===== src/rtl/ahb_slave_arbiter_if.sv =====
// Bus-side signals seen by one per-slave arbiter: per-master request
// qualifiers in, address/data-phase ownership out.
interface ahb_slave_arbiter_if #(
    parameter int unsigned NO_OF_MASTERS = 4,
    parameter int unsigned ID_W          = $clog2(NO_OF_MASTERS)
);
    logic [NO_OF_MASTERS-1:0]   req;
    logic [NO_OF_MASTERS-1:0]   lock;
    logic [2*NO_OF_MASTERS-1:0] htrans;
    logic                       hready;
    logic [NO_OF_MASTERS-1:0]   grant;
    logic [ID_W-1:0]            addr_owner;
    logic                       owner_valid;
    logic [ID_W-1:0]            data_owner;
    logic                       data_valid;

    // Interconnect side: drives requests, consumes ownership.
    modport master (
        output req, lock, htrans, hready,
        input  grant, addr_owner, owner_valid, data_owner, data_valid
    );

    // Arbiter side.
    modport slave (
        input  req, lock, htrans, hready,
        output grant, addr_owner, owner_valid, data_owner, data_valid
    );
endinterface


===== src/rtl/ahb_slave_arbiter.sv =====
// Per-slave AHB arbiter: round-robin with lock priority, grant held for
// whole bursts and locked sequences, plus data-phase owner tracking.
module ahb_slave_arbiter #(
    parameter int unsigned NO_OF_MASTERS = 4,
    parameter int unsigned ID_W          = $clog2(NO_OF_MASTERS)
) (
    input  logic hclk,
    input  logic hresetn,
    ahb_slave_arbiter_if.slave bus
);

    typedef enum logic [1:0] {
        IDLE    = 2'd0,
        GRANTED = 2'd1,
        LOCKED  = 2'd2
    } state_t;

    state_t                   state, state_nxt;
    logic [NO_OF_MASTERS-1:0] grant, grant_nxt;
    logic [ID_W-1:0]          addr_owner, owner_nxt;
    logic                     owner_valid, valid_nxt;
    logic [ID_W-1:0]          data_owner;
    logic                     data_valid;
    logic [ID_W-1:0]          rr_ptr, rr_nxt;

    logic                     owner_req;
    logic                     owner_lock;
    logic [1:0]               owner_trans;

    logic                     sel_valid;
    logic                     sel_locked;
    logic [ID_W-1:0]          sel_pick;
    logic                     lock_found, req_found;
    logic [ID_W-1:0]          lock_pick, req_pick;
    logic                     arbitrate;

    // Extract the current address owner's request, lock and htrans.
    always_comb begin
        owner_req   = 1'b0;
        owner_lock  = 1'b0;
        owner_trans = 2'b00;
        for (int unsigned m = 0; m < NO_OF_MASTERS; m++) begin
            if (addr_owner == ID_W'(m)) begin
                owner_req   = bus.req[m];
                owner_lock  = bus.lock[m];
                owner_trans = bus.htrans[2*m +: 2];
            end
        end
    end

    // Round-robin scan from rr_ptr; locked requesters take precedence.
    // Index wraps by subtraction so non-power-of-2 counts work.
    always_comb begin
        int unsigned     idx;
        logic [ID_W-1:0] idx_w;
        lock_found = 1'b0;
        req_found  = 1'b0;
        lock_pick  = '0;
        req_pick   = '0;
        idx        = 0;
        idx_w      = '0;
        for (int unsigned i = 0; i < NO_OF_MASTERS; i++) begin
            idx = 32'(rr_ptr) + i;
            if (idx >= NO_OF_MASTERS) begin
                idx = idx - NO_OF_MASTERS;
            end
            idx_w = ID_W'(idx);
            if (!lock_found && bus.req[idx_w] && bus.lock[idx_w]) begin
                lock_found = 1'b1;
                lock_pick  = idx_w;
            end
            if (!req_found && bus.req[idx_w]) begin
                req_found = 1'b1;
                req_pick  = idx_w;
            end
        end
        sel_valid  = req_found;
        sel_locked = lock_found;
        sel_pick   = lock_found ? lock_pick : req_pick;
    end

    // Next-state and next-grant: decide whether this edge is an
    // arbitration point, then either hold, hand over, or go idle.
    always_comb begin
        state_nxt = state;
        grant_nxt = grant;
        owner_nxt = addr_owner;
        valid_nxt = owner_valid;
        rr_nxt    = rr_ptr;
        arbitrate = 1'b0;

        unique case (state)
            IDLE:    arbitrate = 1'b1;
            // htrans[0]=1 is SEQ or BUSY, i.e. mid-burst.
            GRANTED: arbitrate = !(owner_req && owner_trans[0]);
            LOCKED:  arbitrate = !owner_lock && (owner_trans == 2'b00);
            default: arbitrate = 1'b1;
        endcase

        if (arbitrate) begin
            if (sel_valid) begin
                state_nxt = sel_locked ? LOCKED : GRANTED;
                for (int unsigned m = 0; m < NO_OF_MASTERS; m++) begin
                    grant_nxt[m] = (sel_pick == ID_W'(m));
                end
                owner_nxt = sel_pick;
                valid_nxt = 1'b1;
                rr_nxt    = (sel_pick == ID_W'(NO_OF_MASTERS - 1)) ? '0
                                                                  : sel_pick + ID_W'(1);
            end else begin
                state_nxt = IDLE;
                grant_nxt = '0;
                valid_nxt = 1'b0;
            end
        end
    end

    // State, ownership and data-phase registers; advance only on hready.
    always_ff @(posedge hclk or negedge hresetn) begin
        if (!hresetn) begin
            state       <= IDLE;
            grant       <= '0;
            addr_owner  <= '0;
            owner_valid <= 1'b0;
            data_owner  <= '0;
            data_valid  <= 1'b0;
            rr_ptr      <= '0;
        end else if (bus.hready) begin
            state       <= state_nxt;
            grant       <= grant_nxt;
            addr_owner  <= owner_nxt;
            owner_valid <= valid_nxt;
            data_owner  <= addr_owner;
            data_valid  <= owner_valid & owner_trans[1];
            rr_ptr      <= rr_nxt;
        end
    end

    assign bus.grant       = grant;
    assign bus.addr_owner  = addr_owner;
    assign bus.owner_valid = owner_valid;
    assign bus.data_owner  = data_owner;
    assign bus.data_valid  = data_valid;

endmodule

===== src/flat_wrapper.sv =====
// flat-port wrapper written by rule: the top's interface ports become plain ports
module ahb_slave_arbiter_flat 
#(
    parameter int unsigned NO_OF_MASTERS = 4,
    parameter int unsigned ID_W          = $clog2(NO_OF_MASTERS)
)
  (hclk, hresetn, bus_req, bus_lock, bus_htrans, bus_hready, bus_grant, bus_addr_owner, bus_owner_valid, bus_data_owner, bus_data_valid);
  ahb_slave_arbiter_if #(.NO_OF_MASTERS(NO_OF_MASTERS), .ID_W(ID_W)) bus_i ();
  input  logic hclk;
  input  logic hresetn;
  input wire logic [$bits(bus_i.req)-1:0] bus_req;
  input wire logic [$bits(bus_i.lock)-1:0] bus_lock;
  input wire logic [$bits(bus_i.htrans)-1:0] bus_htrans;
  input wire logic [$bits(bus_i.hready)-1:0] bus_hready;
  output wire logic [$bits(bus_i.grant)-1:0] bus_grant;
  output wire logic [$bits(bus_i.addr_owner)-1:0] bus_addr_owner;
  output wire logic [$bits(bus_i.owner_valid)-1:0] bus_owner_valid;
  output wire logic [$bits(bus_i.data_owner)-1:0] bus_data_owner;
  output wire logic [$bits(bus_i.data_valid)-1:0] bus_data_valid;
  assign bus_i.req = bus_req;
  assign bus_i.lock = bus_lock;
  assign bus_i.htrans = bus_htrans;
  assign bus_i.hready = bus_hready;
  assign bus_grant = bus_i.grant;
  assign bus_addr_owner = bus_i.addr_owner;
  assign bus_owner_valid = bus_i.owner_valid;
  assign bus_data_owner = bus_i.data_owner;
  assign bus_data_valid = bus_i.data_valid;
  ahb_slave_arbiter #(.NO_OF_MASTERS(NO_OF_MASTERS), .ID_W(ID_W)) u_core (.hclk(hclk), .hresetn(hresetn), .bus(bus_i));
endmodule

===== config.mk =====
export PLATFORM = sky130hd
export DESIGN_NAME = ahb_slave_arbiter_flat
export DESIGN_NICKNAME = d
export VERILOG_FILES = /design/src/rtl/ahb_slave_arbiter_if.sv /design/src/rtl/ahb_slave_arbiter.sv /design/src/flat_wrapper.sv
export SDC_FILE = /design/constraint.sdc
export NUM_CORES = 1
export LEC_CHECK = 0
export BUFFER_PORTS_ARGS = -buffer_cell sky130_fd_sc_hd__clkbuf_2
export CORE_MARGIN = 4
export CORE_UTILIZATION = 25
export DETAILED_ROUTE_END_ITERATION = 8
export PLACE_DENSITY = 0.42
export SLEW_MARGIN = 20
export SYNTH_ARGS = -nofsm -noshare
export SYNTH_HDL_FRONTEND = slang
export SYNTH_SLANG_ARGS = --single-unit
export TNS_END_PERCENT = 10

===== constraint.sdc =====
create_clock -name hclk -period 2.19 [get_ports hclk]
set_input_delay 0.438 -clock hclk [delete_from_list [all_inputs] [get_ports hclk]]
set_output_delay 0.438 -clock hclk [all_outputs]
set_load 0.01 [all_outputs]

Yosys cells after proc, flatten, opt, wreduce, memory -nomap -nowiden
Cells that the tools add are included.
Cells by class
  eq/ne operators: 8
  multipliers: 0
  muxes and demuxes: 55
  shift operators: 0
  bitwise gates (word level): 1
  add/subtract/negate cells: 8
  divide/modulo/power cells: 0
  $lt $le $gt $ge: 8
  reduce and logical (&&, ||, !) cells: 25
Operators by type and width (number)
  2-to-1 mux 2 bit: 20
  2-to-1 mux 1 bit: 25
  binary-select mux 1 bit (select 2 bit): 8
  logical AND 1 bit: 12
  less-than comparator 2 x 3 -> 1 bit (second input constant): 4
  == test 2 bit (second input constant): 5
  greater-or-equal comparator 3 bit (second input constant): 3
  logical NOT 1 bit: 8
  subtractor 2 x 1 -> 2 bit (second input constant): 4
  adder 2 x 2 -> 3 bit (second input constant): 2
  == test 2 x 1 -> 1 bit (second input constant): 3
  logical NOT 2 bit: 3
  2-to-1 mux 4 bit: 1
  adder 2 x 1 -> 3 bit (second input constant): 1
  greater-or-equal comparator 2 x 3 -> 1 bit (second input constant): 1
  AND reduction 3 bit: 1
  adder 2 x 1 -> 2 bit (second input constant): 1
  case mux 1 bit (2 select lines): 1
  AND reduction 2 bit: 1
  AND 1 bit: 1
Storage, ports and cells
  bits in latches: 0
  memories: 0
  logic and storage cells: 112
  input port bits: 19
  output and inout bits: 10
  memory bits (read-only): 0
  bits in writable memories: 0
  register bits: 14

Logic depth before layout (Yosys ltp)
  word-level depth: 21
  gate-level depth with buffers: 8
  depth with buffers taken out: 7

Least setup slack after synthesis
No wires, ideal clock.
  kind: register to register
  from: reg u_core.addr_owner[0], in the netlist u_core.bus.addr_owner[0]
  to: reg u_core.rr_ptr[1]
  slack: 0.038 ns
  data arrival time: 2.026 ns
  data required time: 2.065 ns
  clock period less this slack: 2.152 ns
  path buffers: 1
  cell stages (with the launch flop): 7
  library setup time: 0.125 ns
  path through: dfrtp_1 -> buf_6 -> mux4_2 -> o41ai_2 -> nor2_2 -> nor2_8 -> mux2_4
Between the ends
  longest elaborated chain between the ends: 9
  elaborated cells on any way between the ends: 23
  classes of those cells: 3 x eq/ne; 13 x mux; 7 x reduce/logical
Ends and longest elaborated chain
  start, declared: line ahb_slave_arbiter.sv:20  | logic [ID_W-1:0] addr_owner, owner_nxt;
  start signal, assigned: line ahb_slave_arbiter.sv:131  | addr_owner <= owner_nxt;
  logical NOT 2 bit: line ahb_slave_arbiter.sv:43  | if (addr_owner == ID_W'(m)) begin
  2-to-1 mux 2 bit or 2-to-1 mux 1 bit (tied branches) (4 in a row): line ahb_slave_arbiter.sv:43
  logical NOT 2 bit (tied with other cells): line ahb_slave_arbiter.sv:96  | LOCKED: arbitrate = !owner_lock && (owner_trans == 2'b00);
  logical AND 1 bit or logical NOT 1 bit (tied branches): line ahb_slave_arbiter.sv:96, ahb_slave_arbiter.sv:95
  case mux 1 bit (2 select lines) (*): line ahb_slave_arbiter.sv:92  | unique case (state)
  AND reduction 3 bit (no source line) (*)
  end signal, assigned: line ahb_slave_arbiter.sv:135  | rr_ptr <= rr_nxt;
  end, declared: line ahb_slave_arbiter.sv:24  | logic [ID_W-1:0] rr_ptr, rr_nxt;
Every way passes the cells marked *; elsewhere a longest branch is shown, timed or not.
A chain may end at the register's enable or synchronous reset.

Worst setup path after layout
  from: reg u_core.addr_owner[0], in the netlist u_core.bus.addr_owner[0]
  to: reg u_core.addr_owner[1], in the netlist u_core.bus.addr_owner[1]
Between the ends
  longest elaborated chain between the ends: 9
  elaborated cells on any way between the ends: 23
  classes of those cells: 3 x eq/ne; 13 x mux; 7 x reduce/logical
Ends and longest elaborated chain (line)
  logical NOT 2 bit: ahb_slave_arbiter.sv:43
  2-to-1 mux 2 bit or 2-to-1 mux 1 bit (tied branches) (4 in a row): ahb_slave_arbiter.sv:43
  logical NOT 2 bit (tied with other cells): ahb_slave_arbiter.sv:96
  logical AND 1 bit or logical NOT 1 bit (tied branches): ahb_slave_arbiter.sv:96, ahb_slave_arbiter.sv:95
  case mux 1 bit (2 select lines) (*): ahb_slave_arbiter.sv:92
  AND reduction 3 bit (no source line) (*)
Marked as above.

==> flow_metrics.env <==
export IMPL_status="finished, final reports clean"
export IMPL_arrival_ns=2.18
export IMPL_io_buffers=28
export IMPL_fill_cells=376
export IMPL_p_leak_nw=0.638
export IMPL_grt_usage=0.110
export IMPL_tightest_slew_ns=0.573
export IMPL_antenna_found_initial=0
export IMPL_dieArea_um2=4870
export IMPL_fin_skew_ns=0.00205
export IMPL_critPathMaxStageDelay_ns=0.55
export IMPL_slew_viol_final=0
export IMPL_finalCriticalPeriod_ns=2.05
export IMPL_setup_violations=0
export IMPL_num_io_pins=29
export IMPL_crit_fanout=6
export IMPL_gr_usage_met1=0.139
export IMPL_avgSynthCellArea_um2=11.0
export IMPL_multiInputGateArea_um2=572
export IMPL_hold_class="in -> async"
export IMPL_fin_crit_sh=0.934
export IMPL_grt_overflow_total=0
export IMPL_synthTopCellsByArea="dfrtp_1 (37%), mux4_2 (9.4%), ha_1 (7.9%), mux2_4 (4.7%), a22o_1 (4.6%)"
export IMPL_synthTopCellsByCount="dfrtp_1 (14), inv_1 (9), nand2_1 (8), ha_1 (6), a22o_1 (5)"
export IMPL_top_usage_layer="met2"
export IMPL_ys_warnings_count=0
export IMPL_clock_sinks=14
export IMPL_powerDensity_nw_per_um2=1370
export IMPL_cts_htree_levels=1
export IMPL_dp_cells=169
export IMPL_global_route_usage_met3=0.0319
export IMPL_die_w_um=69.8
export IMPL_cts_root_buf="clkbuf_8"
export IMPL_critical_path_required_ns=2.32
export IMPL_cts_made_buffers=3
export IMPL_clk_latency_ns=0.24
export IMPL_ir_worst_vdd_uv=497
export IMPL_yosys_register_bits=14
export IMPL_core_um2=3660
export IMPL_nNetsFinal=153
export IMPL_synth_cell_types=32
export IMPL_rr_startpoint="u_core.bus.addr_owner[0]"
export IMPL_cts_max_path_buffers=2
export IMPL_cap_violations=0
export IMPL_crit_chain="mux4_2 -> o41ai_4 -> nor2_4 -> nor2_8 -> mux2_4"
export IMPL_netlist_instances=87
export IMPL_seq_area_um2=353
export IMPL_startpoint_type="register"
export IMPL_hpwl_um=1980
export IMPL_syn_nets=112
export IMPL_wl_per_cell_um=14.2
export IMPL_final_cells=175
export IMPL_setup_tns_ns=0
export IMPL_synth_seq_area_share=0.367
export IMPL_die_h_um=69.8
export IMPL_crit_start="u_core.bus.addr_owner[0]"
export IMPL_initial_core_util=0.260
export IMPL_vias=831
export IMPL_dr_pass1_iters=5
export IMPL_grt_pass1_vias=844
export IMPL_synth_top_cell_by_area="dfrtp_1"
export IMPL_drive_gt1_frac=0.457
export IMPL_finalWeightedCongestion=0.928
export IMPL_slew_headroom=0.616
export IMPL_postSynth_asyncResetShare=1.00
export IMPL_max_freq_ghz=0.489
export IMPL_drc_errors=0
export IMPL_routed_via_density=4.75
export IMPL_area_growth_pct=36.0
export IMPL_grt_met2_usage=0.179
export IMPL_grt_max_degree=15
export IMPL_worst_path_max_delay_cell="mux4_2"
export IMPL_synth_top_area_frac=0.367
export IMPL_post_synth_top_count_cell="dfrtp_1"
export IMPL_grt_pass1_wl_um=4370
export IMPL_cts_tree="yes"
export IMPL_hold_violations=0
export IMPL_wirelength_um=2490
export IMPL_synth_enable_flop_cells=0
export IMPL_drtIter0Drc=37
export IMPL_diodes=0
export IMPL_rsz0062_at_grt="no"
export IMPL_rows=22
export IMPL_criticalPathCategory="reg -> reg"
export IMPL_synthFlopType="dfrtp_1"
export IMPL_end_kind="register"
export IMPL_syn_area_um2=953
export IMPL_ant_nets=0
export IMPL_path_clk_slew_ns=0.06
==> sequential cells by signal (all words and copies together), names as in the netlist <==
| signal | cells |
|---|---|
| u_core.bus.addr_owner | 2 |
| u_core.bus.data_valid | 1 |
| u_core.bus.data_owner | 2 |
| u_core.bus.grant | 4 |
| u_core.bus.owner_valid | 1 |
| u_core.state | 2 |
| u_core.rr_ptr | 2 |
==> stage by stage <==
| stage | hold WS [ns] | total power [mW] | area [µm²] | setup slack, ns | util |
|---|---|---|---|---|---|
| after floorplan | 0.142 | 1.14 | 953 | 0.0384 | - |
| after global placement | 0.366 | 1.45 | 1200 | 0.0127 | 0.328 |
| after detailed placement | 0.370 | 1.47 | 1200 | -0.00214 | 0.328 |
| after CTS | 0.0992 | 1.73 | 1260 | 0.0565 | 0.344 |
| after global routing | 0.119 | 1.93 | 1300 | 0.00895 | 0.354 |
| final | 0.0937 | 1.78 | 1300 | 0.145 | 0.354 |
==> critical path: cells and delay by family, from the launching register on <==
kind | cells | cell delay, ns
multiplexers | 2 | 0.86
AO/OA/AOI/OAI | 1 | 0.42
flip-flops | 1 | 0.41
AND/OR/NAND/NOR | 2 | 0.24
==> cells in the final DEF, fill, tap and decap left out, drive strengths merged <==
master	instances
clkbuf	32
dfrtp	14
buf	11
inv	9
nand2	8
ha	6
a22o	5
mux2	5
a21oi	4
mux4	4
o21ai	4
nand4	3
nand3	3
and2	2
mux2i	2
o41ai	2
nor2	2
nand3b	1
o211ai	1
nor3b	1
a2111oi	1
a311oi	1
o21a	1
a211oi	1
o22a	1
a21boi	1
a21o	1
o31ai	1
==> cell type report <==
class,instances,share of cell area
clock buffers,4,0.0425
inverters,9,0.0261
multi-input cells,61,0.441
flip-flops and latches,14,0.272
well taps,48,0.0463
repair buffers,39,0.172
==> logic make-up after synthesis <==
family                   count (synthesis)  synth area share
multiplexers                            11             0.186
buffers and inverters                   12            0.0551
flip-flops                              14             0.367
AND/OR/NAND/NOR                         20             0.123
AO/OA/AOI/OAI                           24             0.189
adder cells (fa/ha/maj)                  6            0.0787
==> routing by layer <==
layer,vias up,wire [µm]
li1,405,-
met1,402,1100
met2,20,1250
met3,4,112
met4,0,31
met5,-,0
==> power by group <==
group / leakage (nW) / internal (mW) / switching (mW) / total [mW]
clock: 0.0288 / 0.159 / 0.0962 / 0.255
combinational: 0.439 / 0.525 / 0.461 / 0.986
sequential: 0.170 / 0.391 / 0.147 / 0.538
==> worst paths after layout <==
check / end / cells past startpoint / slack, ns
hold reg to reg: u_core.bus.grant[3] / 1 / 0.50
setup / recovery: u_core.bus.addr_owner[1] / 5 / 0.14
max in group asynchronous: u_core.rr_ptr[1] / 1 / 1.80
setup reg to reg: u_core.bus.addr_owner[1] / 5 / 0.14
hold / removal: u_core.bus.data_valid / 1 / 0.09
min in group hclk: u_core.bus.data_valid / 2 / 0.49
==> what timing repair did <==
action                     CTS  global route
setup endpoints to repair    3             4
buffers inserted             0             2
resized for setup            1             4
pin swaps                    0             4
hold buffers                 0             0
Note: power is estimated with default switching activity, not from simulation.
